`config.mk`:
```
export PLATFORM = sky130hd
export DESIGN_NAME = ifid_fetch_buffer
export DESIGN_NICKNAME = d
export VERILOG_FILES = /design/src/rtl/ifid_fetch_buffer.sv
export SDC_FILE = /design/constraint.sdc
export NUM_CORES = 1
export LEC_CHECK = 0
export ABC_AREA = 1
export BUFFER_PORTS_ARGS = -buffer_cell sky130_fd_sc_hd__buf_2
export CORE_ASPECT_RATIO = 0.5
export CORE_MARGIN = 2
export CORE_UTILIZATION = 35
export CTS_CLUSTER_SIZE = 8
export DETAILED_ROUTE_END_ITERATION = 8
export HOLD_SLACK_MARGIN = 0.06
export MAX_ROUTING_LAYER = met4
export PLACE_DENSITY = 0.59
export SYNTH_ARGS = -nofsm -noshare
export SYNTH_HDL_FRONTEND = slang
export SYNTH_SLANG_ARGS = --single-unit
```
`constraint.sdc`:
```
create_clock -name clk -period 5.3 [get_ports clk]
set_input_delay 0.265 -clock clk [delete_from_list [all_inputs] [get_ports clk]]
set_output_delay 0.265 -clock clk [all_outputs]
set_load 0.02 [all_outputs]
```
`src/rtl/ifid_fetch_buffer.sv`:
```
// ifid_fetch_buffer
//   Instruction fetch buffer that sits between the PC/instruction-memory fetch
//   path and the decode stage. Each fetched (pc, instruction) pair goes into a
//   small circular FIFO. Decode reads it through a valid/ready handshake, so a
//   decode stall never loses a fetched word. A synchronous flush empties the
//   buffer on a taken branch/jump redirect.
//
// Parameters
//   DEPTH     number of buffered entries (power of two, >= 2)
//   RESET_PC  value driven on out_pc while the buffer is empty
//
// Ports
//   clk        rising-edge clock
//   reset      asynchronous, active-low reset
//   in_valid   fetch offers in_pc/in_instr this cycle
//   in_ready   buffer accepts the offer (not full, no flush)
//   in_pc      byte address of the fetched instruction
//   in_instr   fetched instruction word
//   flush      discard all entries at the next edge
//   out_valid  head entry valid for decode
//   out_ready  decode consumes the head this cycle
//   out_pc     pc of the head entry (RESET_PC when empty)
//   out_instr  instruction of the head entry (32'h0 when empty)
//   count      current occupancy
//   out_exc    address-error flag of the head entry (IFID_ADEL_EN builds only)
//
// Optional feature: define IFID_ADEL_EN to tag each entry with a misaligned-PC
// flag. A flagged entry raises out_exc and presents a nop on out_instr.

module ifid_fetch_buffer #(
    parameter int          DEPTH    = 2,
    parameter logic [31:0] RESET_PC = 32'h0000_0000
) (
    input  logic                     clk,
    input  logic                     reset,
    input  logic                     in_valid,
    output logic                     in_ready,
    input  logic [31:0]              in_pc,
    input  logic [31:0]              in_instr,
    input  logic                     flush,
    output logic                     out_valid,
    input  logic                     out_ready,
    output logic [31:0]              out_pc,
    output logic [31:0]              out_instr,
`ifdef IFID_ADEL_EN
    output logic                     out_exc,
`endif
    output logic [$clog2(DEPTH):0]   count
);

    localparam int PW = $clog2(DEPTH);
    localparam int CW = PW + 1;
    localparam logic [CW-1:0] FULL_COUNT = CW'(DEPTH);

    // Control state
    logic [PW-1:0] r_wptr;
    logic [PW-1:0] r_rptr;
    logic [CW-1:0] r_count;

    // Entry storage; data only, never reset
    logic [31:0]   r_pc    [DEPTH];
    logic [31:0]   r_instr [DEPTH];
`ifdef IFID_ADEL_EN
    logic          r_adel  [DEPTH];
`endif

    logic          w_push;
    logic          w_pop;
    logic          w_full;
    logic          w_empty;

    assign w_full    = (r_count == FULL_COUNT);
    assign w_empty   = (r_count == '0);

    // No bypass: a full buffer refuses input even if decode pops this cycle.
    assign in_ready  = ~w_full & ~flush;
    assign out_valid = ~w_empty;
    assign count     = r_count;

    assign w_push    = in_valid & in_ready;
    assign w_pop     = out_valid & out_ready;

    // Stage boundary: pointer/occupancy update at the clock edge
    always_ff @(posedge clk or negedge reset) begin
        if (!reset) begin
            r_wptr  <= '0;
            r_rptr  <= '0;
            r_count <= '0;
        end else if (flush) begin
            // Redirect wins over push and pop; a popped head is still
            // considered consumed by decode.
            r_wptr  <= '0;
            r_rptr  <= '0;
            r_count <= '0;
        end else begin
            if (w_push) begin
                r_wptr <= r_wptr + PW'(1);
            end
            if (w_pop) begin
                r_rptr <= r_rptr + PW'(1);
            end
            case ({w_push, w_pop})
                2'b10:   r_count <= r_count + CW'(1);
                2'b01:   r_count <= r_count - CW'(1);
                default: r_count <= r_count;
            endcase
        end
    end

    // w_push already excludes flush and full, so a valid entry is never
    // overwritten.
    always_ff @(posedge clk) begin
        if (w_push) begin
            r_pc[r_wptr]    <= in_pc;
            r_instr[r_wptr] <= in_instr;
`ifdef IFID_ADEL_EN
            r_adel[r_wptr]  <= (in_pc[1:0] != 2'b00);
`endif
        end
    end

    // Stage boundary: head entry presented to decode from registered storage
    always_comb begin
        out_pc    = RESET_PC;
        out_instr = 32'h0;
`ifdef IFID_ADEL_EN
        out_exc   = 1'b0;
`endif
        if (out_valid) begin
            out_pc    = r_pc[r_rptr];
            out_instr = r_instr[r_rptr];
`ifdef IFID_ADEL_EN
            out_exc   = r_adel[r_rptr];
            if (r_adel[r_rptr]) begin
                out_instr = 32'h0;
            end
`endif
        end
    end

endmodule
```
==> impl_metrics.xml, run 1 <==
<?xml version="1.0" encoding="UTF-8"?>
<metrics>
  <group name="outcome">
    <metric name="run_status" unit="">finished clean</metric>
  </group>
  <group name="routing">
    <metric name="wl_per_cell" unit="um">14.6</metric>
    <metric name="drc" unit="">0</metric>
    <metric name="drt_wl_total" unit="um">11500</metric>
    <metric name="vias_per_cell" unit="">4.49</metric>
    <metric name="drt_iter0_markers" unit="">161</metric>
    <metric name="drt_pass1_iterations" unit="">4</metric>
    <metric name="detailroute.via_count" unit="">3550</metric>
    <metric name="antenna_left" unit="">0</metric>
  </group>
  <group name="final_layout">
    <metric name="finalNetCount" unit="">652</metric>
    <metric name="multi_input_comb_area" unit="um2">975</metric>
    <metric name="post_route_design_area" unit="um2">7060</metric>
    <metric name="post-route-util" unit="">0.493</metric>
    <metric name="fillers" unit="">1279</metric>
    <metric name="final_layout_size_suffix_gt1_frac" unit="">0.297</metric>
    <metric name="n_antenna_cell" unit="">0</metric>
    <metric name="ff_latch_area" unit="um2">3950</metric>
    <metric name="final_cells" unit="">791</metric>
    <metric name="synthToLayoutAreaGrowth" unit="%">39.3</metric>
  </group>
  <group name="power">
    <metric name="total_leakage_power" unit="nW">2.87</metric>
    <metric name="cellPowerDensity" unit="nW/um2">397</metric>
    <metric name="total_power" unit="mW">2.80</metric>
    <metric name="maximum_vdd_drop" unit="V">0.000179</metric>
  </group>
  <group name="yosys">
    <metric name="main_combinational_cell_family_by_area_after_synthesis" unit="">simple AND/OR/NAND/NOR gates</metric>
    <metric name="post_synth_and_or_nand_nor_area_fraction" unit="">0.121</metric>
    <metric name="yosysSeqAreaShare" unit="">0.778</metric>
    <metric name="postSynthNetCount" unit="">451</metric>
    <metric name="syn-cell-area" unit="um2">5070</metric>
    <metric name="postSynthCellCount" unit="">382</metric>
    <metric name="synth_fa_ha_area_frac" unit="">0</metric>
    <metric name="synthesized_flop_and_latch_total" unit="">132</metric>
    <metric name="yosysWarnings" unit="">0</metric>
    <metric name="synth.lib_cells_used.distinct" unit="">16</metric>
    <metric name="multiplexer_area_fraction_after_synthesis" unit="">0</metric>
    <metric name="syn-mean-instance-area" unit="um2">13.3</metric>
    <metric name="post_synth_xor_area_fraction" unit="">0</metric>
    <metric name="synth_compound_area_frac" unit="">0.0671</metric>
  </group>
  <group name="die">
    <metric name="core_area" unit="um2">14300</metric>
    <metric name="floorplan.io_pins" unit="">137</metric>
    <metric name="dieArea" unit="um2">15500</metric>
    <metric name="starting_density_of_the_core" unit="">0.354</metric>
    <metric name="die_h" unit="um">89.1</metric>
    <metric name="std_cell_rows" unit="">31</metric>
    <metric name="die-width" unit="um">174</metric>
  </group>
  <group name="sta">
    <metric name="slew_violations" unit="">0</metric>
    <metric name="worst_pin_slew" unit="ns">1.05</metric>
    <metric name="finalHoldViolations" unit="">0</metric>
    <metric name="final.setup_skew" unit="ns">0.00634</metric>
    <metric name="grt_setup_unrepaired" unit="">false</metric>
    <metric name="maxClockFrequency" unit="MHz">346</metric>
    <metric name="hold-worst-slack" unit="ns">0.0788</metric>
    <metric name="final.setup.tns" unit="ns">0</metric>
    <metric name="min_period_over_period" unit="">0.545</metric>
    <metric name="setup_viol_count_final" unit="">0</metric>
    <metric name="timing.final.ws_setup" unit="ns">2.41</metric>
    <metric name="final_critical_delay_including_setup_and_external_delays" unit="ns">2.89</metric>
    <metric name="worst_max_slew_margin_expressed_relative_to_the_limit" unit="">0.296</metric>
  </group>
  <group name="worst_setup_path">
    <metric name="critical_path_data_required_time" unit="ns">5.04</metric>
    <metric name="cp_data_arrival_time" unit="ns">2.62</metric>
    <metric name="type_of_the_worst_setup_path" unit="">reg -&gt; out</metric>
    <metric name="end_kind" unit="">output port</metric>
    <metric name="crit_path_top_delay_cell" unit="">sky130_fd_sc_hd__inv_2</metric>
    <metric name="path_cells" unit="">buf_4 &gt; inv_2 &gt; buf_4 &gt; nand2_1 &gt; a21oi_1 &gt; buf_2</metric>
    <metric name="critical_path_peak_fanout" unit="">65</metric>
    <metric name="timing.critical_path.mode_cell" unit="">sky130_fd_sc_hd__buf_4</metric>
    <metric name="setup.worst_path.start_class" unit="">flop</metric>
    <metric name="cpPeakStageDelay" unit="ns">0.56</metric>
  </group>
  <group name="clock_tree">
    <metric name="cts_tree" unit="">done</metric>
    <metric name="clkLatencyLatePin" unit="ns">0.40</metric>
    <metric name="clk_pin_slew" unit="ns">0.05</metric>
    <metric name="holdBufCountCts" unit="">60</metric>
    <metric name="buffers_inserted_during_post_cts_setup_optimization" unit="">0</metric>
    <metric name="cts_resized" unit="">0</metric>
    <metric name="buffer_depth_of_the_longest_clock_path" unit="">2</metric>
    <metric name="h-tree-depth" unit="">4</metric>
    <metric name="clock_tree.root_cell" unit="">sky130_fd_sc_hd__clkbuf_16</metric>
    <metric name="cts-buffers-inserted" unit="">17</metric>
    <metric name="cts.sinks" unit="">132</metric>
  </group>
  <group name="grt">
    <metric name="grt_pass1_wl" unit="um">17100</metric>
    <metric name="globalRouteTotalUtil" unit="">0.152</metric>
    <metric name="grt_pass1_vias" unit="">3530</metric>
    <metric name="antenna_found_initial" unit="">0</metric>
    <metric name="grt_max_degree" unit="">66</metric>
    <metric name="remaining_global_route_overflow" unit="">0</metric>
  </group>
  <group name="placed_design">
    <metric name="dpl_hpwl" unit="um">6920</metric>
    <metric name="placedCellCount" unit="">700</metric>
    <metric name="dp_slack" unit="ns">2.72</metric>
    <metric name="gp_congestion" unit="">0.806</metric>
    <metric name="placed_area" unit="um2">5920</metric>
    <metric name="io_buffers" unit="">136</metric>
  </group>
  <group name="run">
    <metric name="max_cap_viol_count" unit="">0</metric>
  </group>
  <group name="min_path">
    <metric name="hold_class" unit="">in -&gt; reg</metric>
  </group>
</metrics>
==> area by class of cell <==
| cell class | instances | share of cell area |
|---|---|---|
| Tap cell | 198 | 0.0351 |
| Clock buffer | 20 | 0.0618 |
| Timing Repair Buffer | 203 | 0.190 |
| Multi-Input combinational cell | 221 | 0.138 |
| Clock inverter | 9 | 0.0128 |
| Inverter | 8 | 0.00425 |
| Sequential cell | 132 | 0.559 |
==> synthesized netlist by cell type, drive strengths merged <==
library cell | n | area share
a21oi | 66 | 0.065
buf | 19 | 0.026
clkbuf | 2 | 0.0015
dfrtp | 4 | 0.020
edfxtp | 128 | 0.76
inv | 8 | 0.0059
nand2 | 139 | 0.10
nand3 | 8 | 0.010
nor2 | 6 | 0.0059
o21ai | 2 | 0.0020
==> metal layers <==
metal	global-route usage	part of all wire	wire, um	vias up
li1	-	-	-	1743
met1	0.166	0.43	4970	1717
met2	0.273	0.52	6010	72
met3	0.0370	0.028	324	18
met4	0.0688	0.018	212	0
met5	-	0	0	-
==> worst max-delay path, delay by kind of cell (launching register included) <==
family	cells	cell delay, ns
AND/OR/NAND/NOR	1	0.10
buffers and inverters	4	1.56
AO/OA/AOI/OAI	1	0.16
flip-flops	1	0.38
==> power by group <==
part | switching [mW] | internal (mW) | total (mW)
Combinational | 0.355 | 0.165 | 0.520
Clock | 0.381 | 0.673 | 1.05
Sequential | 0.0178 | 1.21 | 1.23
Total | 0.754 | 2.05 | 2.80
==> state kept, by name, indices dropped and copies added (netlist names) <==
register and count:
count 2, r_pc 64, r_instr 64, r_wptr 1
r_rptr 1
==> layout by cell type, fill, tap and decap left out <==
cell,Yosys,layout
sky130_fd_sc_hd__nand2_1,137,137
sky130_fd_sc_hd__buf_2,13,136
sky130_fd_sc_hd__edfxtp_1,128,128
sky130_fd_sc_hd__a21oi_1,66,66
sky130_fd_sc_hd__dlygate4sd3_1,0,62
sky130_fd_sc_hd__clkbuf_16,0,17
sky130_fd_sc_hd__nand3_1,7,7
sky130_fd_sc_hd__buf_4,0,5
sky130_fd_sc_hd__inv_2,3,4
sky130_fd_sc_hd__inv_1,5,4
sky130_fd_sc_hd__clkinv_1,0,4
sky130_fd_sc_hd__nor2_4,0,3
sky130_fd_sc_hd__clkbuf_1,2,3
sky130_fd_sc_hd__clkinv_2,0,3
sky130_fd_sc_hd__dfrtp_1,4,3
sky130_fd_sc_hd__nor2_2,3,2
sky130_fd_sc_hd__o21ai_0,2,2
sky130_fd_sc_hd__bufinv_16,0,2
sky130_fd_sc_hd__nand2_2,1,1
sky130_fd_sc_hd__nand3_4,1,1
sky130_fd_sc_hd__nor2_1,3,1
sky130_fd_sc_hd__nand2_4,1,1
sky130_fd_sc_hd__dfrtp_2,0,1
==> cells by family (layout without fill, tap and decap cells) <==
kind of cell	Yosys count	in the layout
compound gates	68	68
flops	132	132
simple gates	153	153
buf+inv	29	240
==> path summary, 6_finish.rpt <==
check                                      from                     to  slack, ns  cells past startpoint
setup / recovery             r_rptr$_DFFE_PN0P_           out_instr[1]       2.41                      6
hold / removal                        in_pc[12]  r_pc[1][12]$_DFFE_PP_       0.08                      1
setup reg to reg           count[0]$_DFFE_PN0P_   r_pc[0][3]$_DFFE_PP_       2.80                      5
hold reg to reg              r_wptr$_DFFE_PN0P_     r_wptr$_DFFE_PN0P_       0.58                      1
max in group asynchronous                 reset     r_rptr$_DFFE_PN0P_       4.95                      2
min in group asynchronous                 reset   count[1]$_DFFE_PN0P_       0.21                      2
No activity file was read; power rests on OpenSTA's default activity.
==> inputs of run 2 (changes only) <==
ABC_AREA = 0   (was 1)
PLACE_DENSITY = 0.61   (was 0.59)
clock period = 2.4 ns   (was 5.3 ns; I/O delays follow)
==> impl_metrics.xml, run 2 <==
<?xml version="1.0" encoding="UTF-8"?>
<metrics>
  <group name="clock_tree">
    <metric name="h-tree-depth" unit="">4</metric>
    <metric name="cts_tree" unit="">done</metric>
    <metric name="clkLatencyLatePin" unit="ns">0.40</metric>
    <metric name="buffer_depth_of_the_longest_clock_path" unit="">2</metric>
    <metric name="clock_tree.root_cell" unit="">sky130_fd_sc_hd__clkbuf_16</metric>
    <metric name="holdBufCountCts" unit="">69</metric>
    <metric name="buffers_inserted_during_post_cts_setup_optimization" unit="">0</metric>
    <metric name="cts-buffers-inserted" unit="">17</metric>
    <metric name="cts.sinks" unit="">132</metric>
    <metric name="cts_resized" unit="">0</metric>
    <metric name="clk_pin_slew" unit="ns">0.06</metric>
  </group>
  <group name="routing">
    <metric name="drt_wl_total" unit="um">10400</metric>
    <metric name="drc" unit="">0</metric>
    <metric name="vias_per_cell" unit="">4.41</metric>
    <metric name="detailroute.via_count" unit="">3167</metric>
    <metric name="antenna_left" unit="">0</metric>
    <metric name="drt_iter0_markers" unit="">116</metric>
    <metric name="drt_pass1_iterations" unit="">4</metric>
    <metric name="wl_per_cell" unit="um">14.5</metric>
  </group>
  <group name="final_layout">
    <metric name="n_antenna_cell" unit="">0</metric>
    <metric name="post_route_design_area" unit="um2">7320</metric>
    <metric name="layout_common_cells" unit="">136 x sky130_fd_sc_hd__buf_2, 128 x sky130_fd_sc_hd__edfxtp_1, 69 x sky130_fd_sc_hd__dlygate4sd3_1</metric>
    <metric name="synthToLayoutAreaGrowth" unit="%">45.5</metric>
    <metric name="final_layout_size_suffix_gt1_frac" unit="">0.346</metric>
    <metric name="post-route-util" unit="">0.531</metric>
    <metric name="layout_commonest_cell" unit="">sky130_fd_sc_hd__buf_2</metric>
    <metric name="finalNetCount" unit="">582</metric>
  </group>
  <group name="yosys">
    <metric name="yosysWarnings" unit="">0</metric>
    <metric name="async_flop_share" unit="">0.0303</metric>
    <metric name="number_of_enable_type_register_cells_in_the_synthesized_netlist" unit="">128</metric>
    <metric name="synthesized_flop_and_latch_total" unit="">132</metric>
    <metric name="post_synth_main_area_contributors" unit="">sky130_fd_sc_hd__edfxtp_1 76%, sky130_fd_sc_hd__mux2i_1 13%, sky130_fd_sc_hd__nor2_1 5.1%</metric>
    <metric name="netlist.top_cell.by_area" unit="">sky130_fd_sc_hd__edfxtp_1</metric>
    <metric name="postSynthCellCount" unit="">296</metric>
    <metric name="synth.lib_cells_used.distinct" unit="">22</metric>
    <metric name="postSynth.topFlopCell" unit="">sky130_fd_sc_hd__edfxtp_1</metric>
    <metric name="post-synth-top-area-fraction" unit="">0.764</metric>
    <metric name="synthMostInstantiatedCell" unit="">sky130_fd_sc_hd__edfxtp_1</metric>
    <metric name="syn-mean-instance-area" unit="um2">17.0</metric>
    <metric name="ys_top_cells_by_count" unit="">128 x sky130_fd_sc_hd__edfxtp_1, 68 x sky130_fd_sc_hd__nor2_1, 64 x sky130_fd_sc_hd__mux2i_1</metric>
    <metric name="yosysSeqAreaShare" unit="">0.784</metric>
    <metric name="syn-cell-area" unit="um2">5030</metric>
    <metric name="postSynthNetCount" unit="">365</metric>
  </group>
  <group name="outcome">
    <metric name="run_status" unit="">finished clean</metric>
  </group>
  <group name="power">
    <metric name="maximum_vdd_drop" unit="V">0.000552</metric>
    <metric name="power.share.sequential" unit="">0.450</metric>
    <metric name="p_int" unit="mW">4.55</metric>
    <metric name="total_leakage_power" unit="nW">2.79</metric>
    <metric name="netSwitchingFraction" unit="">0.231</metric>
    <metric name="cellPowerDensity" unit="nW/um2">810</metric>
    <metric name="p_clk_frac" unit="">0.439</metric>
    <metric name="comb_power_share" unit="">0.111</metric>
    <metric name="power_switching" unit="mW">1.37</metric>
  </group>
  <group name="die">
    <metric name="die_h" unit="um">88.8</metric>
    <metric name="dieArea" unit="um2">15400</metric>
    <metric name="core_area" unit="um2">13800</metric>
    <metric name="die-width" unit="um">174</metric>
    <metric name="starting_density_of_the_core" unit="">0.365</metric>
    <metric name="floorplan.io_pins" unit="">137</metric>
    <metric name="std_cell_rows" unit="">30</metric>
  </group>
  <group name="placed_design">
    <metric name="io_buffers" unit="">136</metric>
    <metric name="placed_area" unit="um2">6020</metric>
    <metric name="gp_congestion" unit="">0.746</metric>
    <metric name="dpl_hpwl" unit="um">6400</metric>
    <metric name="dp_slack" unit="ns">0.803</metric>
  </group>
  <group name="sta">
    <metric name="final.setup.tns" unit="ns">0</metric>
    <metric name="setup_viol_count_final" unit="">0</metric>
    <metric name="final.setup_skew" unit="ns">0.00885</metric>
    <metric name="slew_violations" unit="">0</metric>
    <metric name="timing.final.ws_setup" unit="ns">0.410</metric>
    <metric name="maxClockFrequency" unit="MHz">502</metric>
    <metric name="finalHoldViolations" unit="">0</metric>
    <metric name="min_period_over_period" unit="">0.829</metric>
    <metric name="final_critical_delay_including_setup_and_external_delays" unit="ns">1.99</metric>
    <metric name="grt_setup_unrepaired" unit="">false</metric>
    <metric name="worst_pin_slew" unit="ns">0.418</metric>
    <metric name="worst_max_slew_margin_expressed_relative_to_the_limit" unit="">0.721</metric>
  </group>
  <group name="run">
    <metric name="max_cap_viol_count" unit="">0</metric>
  </group>
  <group name="grt">
    <metric name="grt_max_degree" unit="">53</metric>
    <metric name="grt_pass1_vias" unit="">3236</metric>
    <metric name="grt_pass1_wl" unit="um">16000</metric>
    <metric name="globalRouteTotalUtil" unit="">0.143</metric>
    <metric name="antenna_found_initial" unit="">0</metric>
    <metric name="remaining_global_route_overflow" unit="">0</metric>
  </group>
  <group name="worst_setup_path">
    <metric name="critical_path_peak_fanout" unit="">24</metric>
    <metric name="setup.worst_path.start_class" unit="">flop</metric>
    <metric name="critical_path_data_required_time" unit="ns">2.28</metric>
    <metric name="type_of_the_worst_setup_path" unit="">reg -&gt; out</metric>
    <metric name="end_kind" unit="">output port</metric>
    <metric name="cp_data_arrival_time" unit="ns">1.87</metric>
  </group>
  <group name="min_path">
    <metric name="hold_class" unit="">in -&gt; reg</metric>
  </group>
</metrics>
run 2: cell types whose count changed in the layout (fill, tap and decap cells not counted), sizes merged, moves of 5 or more:
cell,change
mux2i,+64
clkinvlp,+5
nand3,-7
a21oi,-64
nor2,+62
nand2,-138
dlygate4sd3,+7
run 2: final timing paths:
check | startpoint | end | slack [ns] | depth (start not counted)
setup reg to reg | count[1]$_DFFE_PN0P_ | count[1]$_DFFE_PN0P_ | 0.67 | 3
max in group asynchronous | reset | count[0]$_DFFE_PN0P_ | 1.57 | 3
setup / recovery | r_rptr$_DFFE_PN0P_ | out_instr[14] | 0.41 | 4
hold reg to reg | r_wptr$_DFFE_PN0P_ | r_wptr$_DFFE_PN0P_ | 0.61 | 2
hold / removal | in_valid | count[0]$_DFFE_PN0P_ | 0.12 | 3
min in group asynchronous | reset | r_rptr$_DFFE_PN0P_ | 0.63 | 3
run 2: worst max-delay path, cell delays in order, from the launching register on:
cell and delay (ns):
sky130_fd_sc_hd__dfrtp_4 0.69, sky130_fd_sc_hd__buf_12 0.27, sky130_fd_sc_hd__mux2i_1 0.27, sky130_fd_sc_hd__nor2_1 0.07, sky130_fd_sc_hd__buf_2 0.16
run 2: routing by layer:
metal	part of all wire	GRT usage	routed length [um]	up-vias
met5	0	-	0	-
met4	0.016	0.0670	170	0
met3	0.036	0.0314	376	15
met2	0.53	0.261	5470	63
met1	0.42	0.152	4390	1551
li1	-	-	-	1538
run 2: through the flow:
stage	power, mW	hold WS, ns	cells
finish	5.93	0.123	718
floorplan	3.06	-0.176	296
CTS	6.00	0.117	718
global placement	3.28	-0.0590	617
detailed placement	3.29	-0.0600	617
global route	6.15	0.171	718
run 2: logic make-up (layout without fill, tap and decap cells):
kind of cell	after synthesis	count (layout)	share of synthesized area
AO/OA/AOI/OAI	7	7	0.00771
XOR/XNOR	1	1	0.00174
buffers and inverters	16	246	0.0177
flip-flops	132	132	0.784
multiplexers	64	64	0.127
AND/OR/NAND/NOR	76	76	0.0614
run 2: final cells by class:
| cell class | instances | area [um2] |
|---|---|---|
| fill | 1183 | 6460 |
| sequential | 132 | 3950 |
| timing repair buffer | 212 | 1490 |
| multi-input combinational | 148 | 1030 |
| clock buffer | 17 | 425 |
| tap | 192 | 240 |
| clock inverter | 15 | 181 |
| inverter | 2 | 7.51 |
run 2: power by group through the flow:
stage	registers [mW]	logic, mW	clock network [mW]
CTS	2.67	0.667	2.67
global placement	2.71	0.572	0
global route	2.67	0.713	2.77
finish	2.66	0.658	2.60
floorplan	2.70	0.360	0
detailed placement	2.71	0.577	0
==> inputs of run 3 (changes only) <==
ABC_AREA = 1   (was 0)
clock period = 1.8 ns   (was 2.4 ns; I/O delays follow)
==> impl_metrics.xml, run 3 (same netlist as run 1, synthesis figures left out) <==
<?xml version="1.0" encoding="UTF-8"?>
<metrics>
  <group name="die">
    <metric name="dieArea" unit="um2">15500</metric>
    <metric name="floorplan.io_pins" unit="">137</metric>
    <metric name="die_h" unit="um">89.1</metric>
    <metric name="die-width" unit="um">174</metric>
    <metric name="core_area" unit="um2">14300</metric>
    <metric name="std_cell_rows" unit="">31</metric>
    <metric name="starting_density_of_the_core" unit="">0.354</metric>
  </group>
  <group name="sta">
    <metric name="worst_pin_slew" unit="ns">0.316</metric>
    <metric name="final_critical_delay_including_setup_and_external_delays" unit="ns">1.74</metric>
    <metric name="maxClockFrequency" unit="MHz">575</metric>
    <metric name="min_period_over_period" unit="">0.967</metric>
    <metric name="hold-worst-slack" unit="ns">0.111</metric>
    <metric name="final.setup_skew" unit="ns">0.00790</metric>
    <metric name="worst_max_slew_margin_expressed_relative_to_the_limit" unit="">0.789</metric>
    <metric name="grt_setup_unrepaired" unit="">false</metric>
    <metric name="slew_violations" unit="">0</metric>
    <metric name="final.setup.tns" unit="ns">0</metric>
    <metric name="setup_viol_count_final" unit="">0</metric>
    <metric name="finalHoldViolations" unit="">0</metric>
  </group>
  <group name="worst_setup_path">
    <metric name="critical_path_data_required_time" unit="ns">1.71</metric>
    <metric name="type_of_the_worst_setup_path" unit="">reg -&gt; out</metric>
    <metric name="end_kind" unit="">output port</metric>
    <metric name="critPathLaunch" unit="">r_rptr$_DFFE_PN0P_</metric>
    <metric name="critical_path_peak_fanout" unit="">32</metric>
    <metric name="reg2reg_from" unit="">r_rptr$_DFFE_PN0P_</metric>
    <metric name="setup.worst_path.start_class" unit="">flop</metric>
    <metric name="cp_data_arrival_time" unit="ns">1.65</metric>
  </group>
  <group name="clock_tree">
    <metric name="clkLatencyLatePin" unit="ns">0.41</metric>
    <metric name="h-tree-depth" unit="">4</metric>
    <metric name="cts_tree" unit="">done</metric>
    <metric name="cts.sinks" unit="">132</metric>
    <metric name="clock_tree.root_cell" unit="">sky130_fd_sc_hd__clkbuf_16</metric>
    <metric name="buffer_depth_of_the_longest_clock_path" unit="">2</metric>
    <metric name="clk_pin_slew" unit="ns">0.06</metric>
    <metric name="cts-buffers-inserted" unit="">17</metric>
  </group>
  <group name="grt">
    <metric name="grt_pass1_wl" unit="um">17500</metric>
    <metric name="globalRouteTotalUtil" unit="">0.154</metric>
    <metric name="antenna_found_initial" unit="">0</metric>
    <metric name="grt_pass1_vias" unit="">3566</metric>
    <metric name="remaining_global_route_overflow" unit="">0</metric>
    <metric name="grt_max_degree" unit="">65</metric>
  </group>
  <group name="final_layout">
    <metric name="finalNetCount" unit="">668</metric>
    <metric name="final_layout_size_suffix_gt1_frac" unit="">0.324</metric>
    <metric name="layout_commonest_cell" unit="">sky130_fd_sc_hd__nand2_1</metric>
    <metric name="n_antenna_cell" unit="">0</metric>
    <metric name="layout_common_cells" unit="">137 x sky130_fd_sc_hd__nand2_1, 134 x sky130_fd_sc_hd__buf_2, 128 x sky130_fd_sc_hd__edfxtp_1</metric>
    <metric name="synthToLayoutAreaGrowth" unit="%">45.3</metric>
    <metric name="post-route-util" unit="">0.514</metric>
  </group>
  <group name="power">
    <metric name="total_leakage_power" unit="nW">3.00</metric>
    <metric name="total_power" unit="mW">8.57</metric>
    <metric name="maximum_vdd_drop" unit="V">0.000751</metric>
    <metric name="cellPowerDensity" unit="nW/um2">1160</metric>
  </group>
  <group name="placed_design">
    <metric name="io_buffers" unit="">136</metric>
    <metric name="gp_congestion" unit="">0.805</metric>
    <metric name="dpl_hpwl" unit="um">6780</metric>
  </group>
  <group name="routing">
    <metric name="vias_per_cell" unit="">4.53</metric>
    <metric name="drc" unit="">0</metric>
    <metric name="drt_iter0_markers" unit="">231</metric>
    <metric name="wl_per_cell" unit="um">14.8</metric>
    <metric name="drt_wl_total" unit="um">12000</metric>
    <metric name="drt_pass1_iterations" unit="">5</metric>
    <metric name="antenna_left" unit="">0</metric>
    <metric name="detailroute.via_count" unit="">3671</metric>
  </group>
  <group name="outcome">
    <metric name="run_status" unit="">finished clean</metric>
  </group>
  <group name="run">
    <metric name="max_cap_viol_count" unit="">0</metric>
  </group>
  <group name="min_path">
    <metric name="hold_path.startpoint" unit="">in_valid</metric>
    <metric name="hold_class" unit="">in -&gt; reg</metric>
  </group>
</metrics>
==> run 3: power breakdown <==
group	switching (mW)	total (mW)	internal, mW
combinational	1.09	1.70	0.608
clock	1.42	3.25	1.82
sequential	0.0623	3.62	3.56
total	2.58	8.57	5.99
==> run 3: area by class of cell <==
cell class	instances	area, um2
Multi-Input combinational cell	221	978
Timing Repair Buffer	219	1590
Tap cell	198	248
Inverter	8	37.5
Fill cell	1199	6950
Clock buffer	17	425
Clock inverter	15	135
Sequential cell	132	3950
==> run 3: critical path, stage by stage, from the launching register on <==
cell and delay (ns):
sky130_fd_sc_hd__dfrtp_2 0.51, sky130_fd_sc_hd__clkbuf_16 0.29, sky130_fd_sc_hd__nand2_1 0.07, sky130_fd_sc_hd__a21oi_1 0.17, sky130_fd_sc_hd__buf_2 0.20
==> run 3: per-stage QoR <==
step | setup WS [ns] | instance area (um2) | cells
3_3_place_gp | 0.309 | 6020 | 704
3_5_place_dp | 0.274 | 6020 | 704
4_1_cts | 0.0109 | 7280 | 805
5_1_grt | 0.00603 | 7360 | 810
6_report | 0.0599 | 7360 | 810
2_1_floorplan | -0.331 | 5090 | 382
==> run 3: path summary, 6_finish.rpt <==
kind	endpoint	slack (ns)	cells after the start
hold reg to reg	r_wptr$_DFFE_PN0P_	0.60	1
max in group asynchronous	r_rptr$_DFFE_PN0P_	0.99	3
min in group asynchronous	count[0]$_DFFE_PN0P_	0.59	3
hold / removal	r_wptr$_DFFE_PN0P_	0.11	3
setup reg to reg	r_rptr$_DFFE_PN0P_	0.19	5
setup / recovery	out_instr[23]	0.06	4
==> run 3: what timing repair did <==
item	in CTS	in global routing
setup endpoints to repair	50	38
cloned	0	2
hold endpoints to repair	136	0
buffers inserted	0	3
hold buffers	69	0
gates resized for setup	2	4
==> run 3: metal layers <==
metal / wire [um] / vias up / global-route usage / share of wire
met2: 6230 / 85 / 0.271 / 0.52
met1: 5270 / 1793 / 0.177 / 0.44
met3: 398 / 12 / 0.0340 / 0.033
li1: - / 1781 / - / -
met4: 93 / 0 / 0.0604 / 0.0078
met5: 0 / - / - / 0
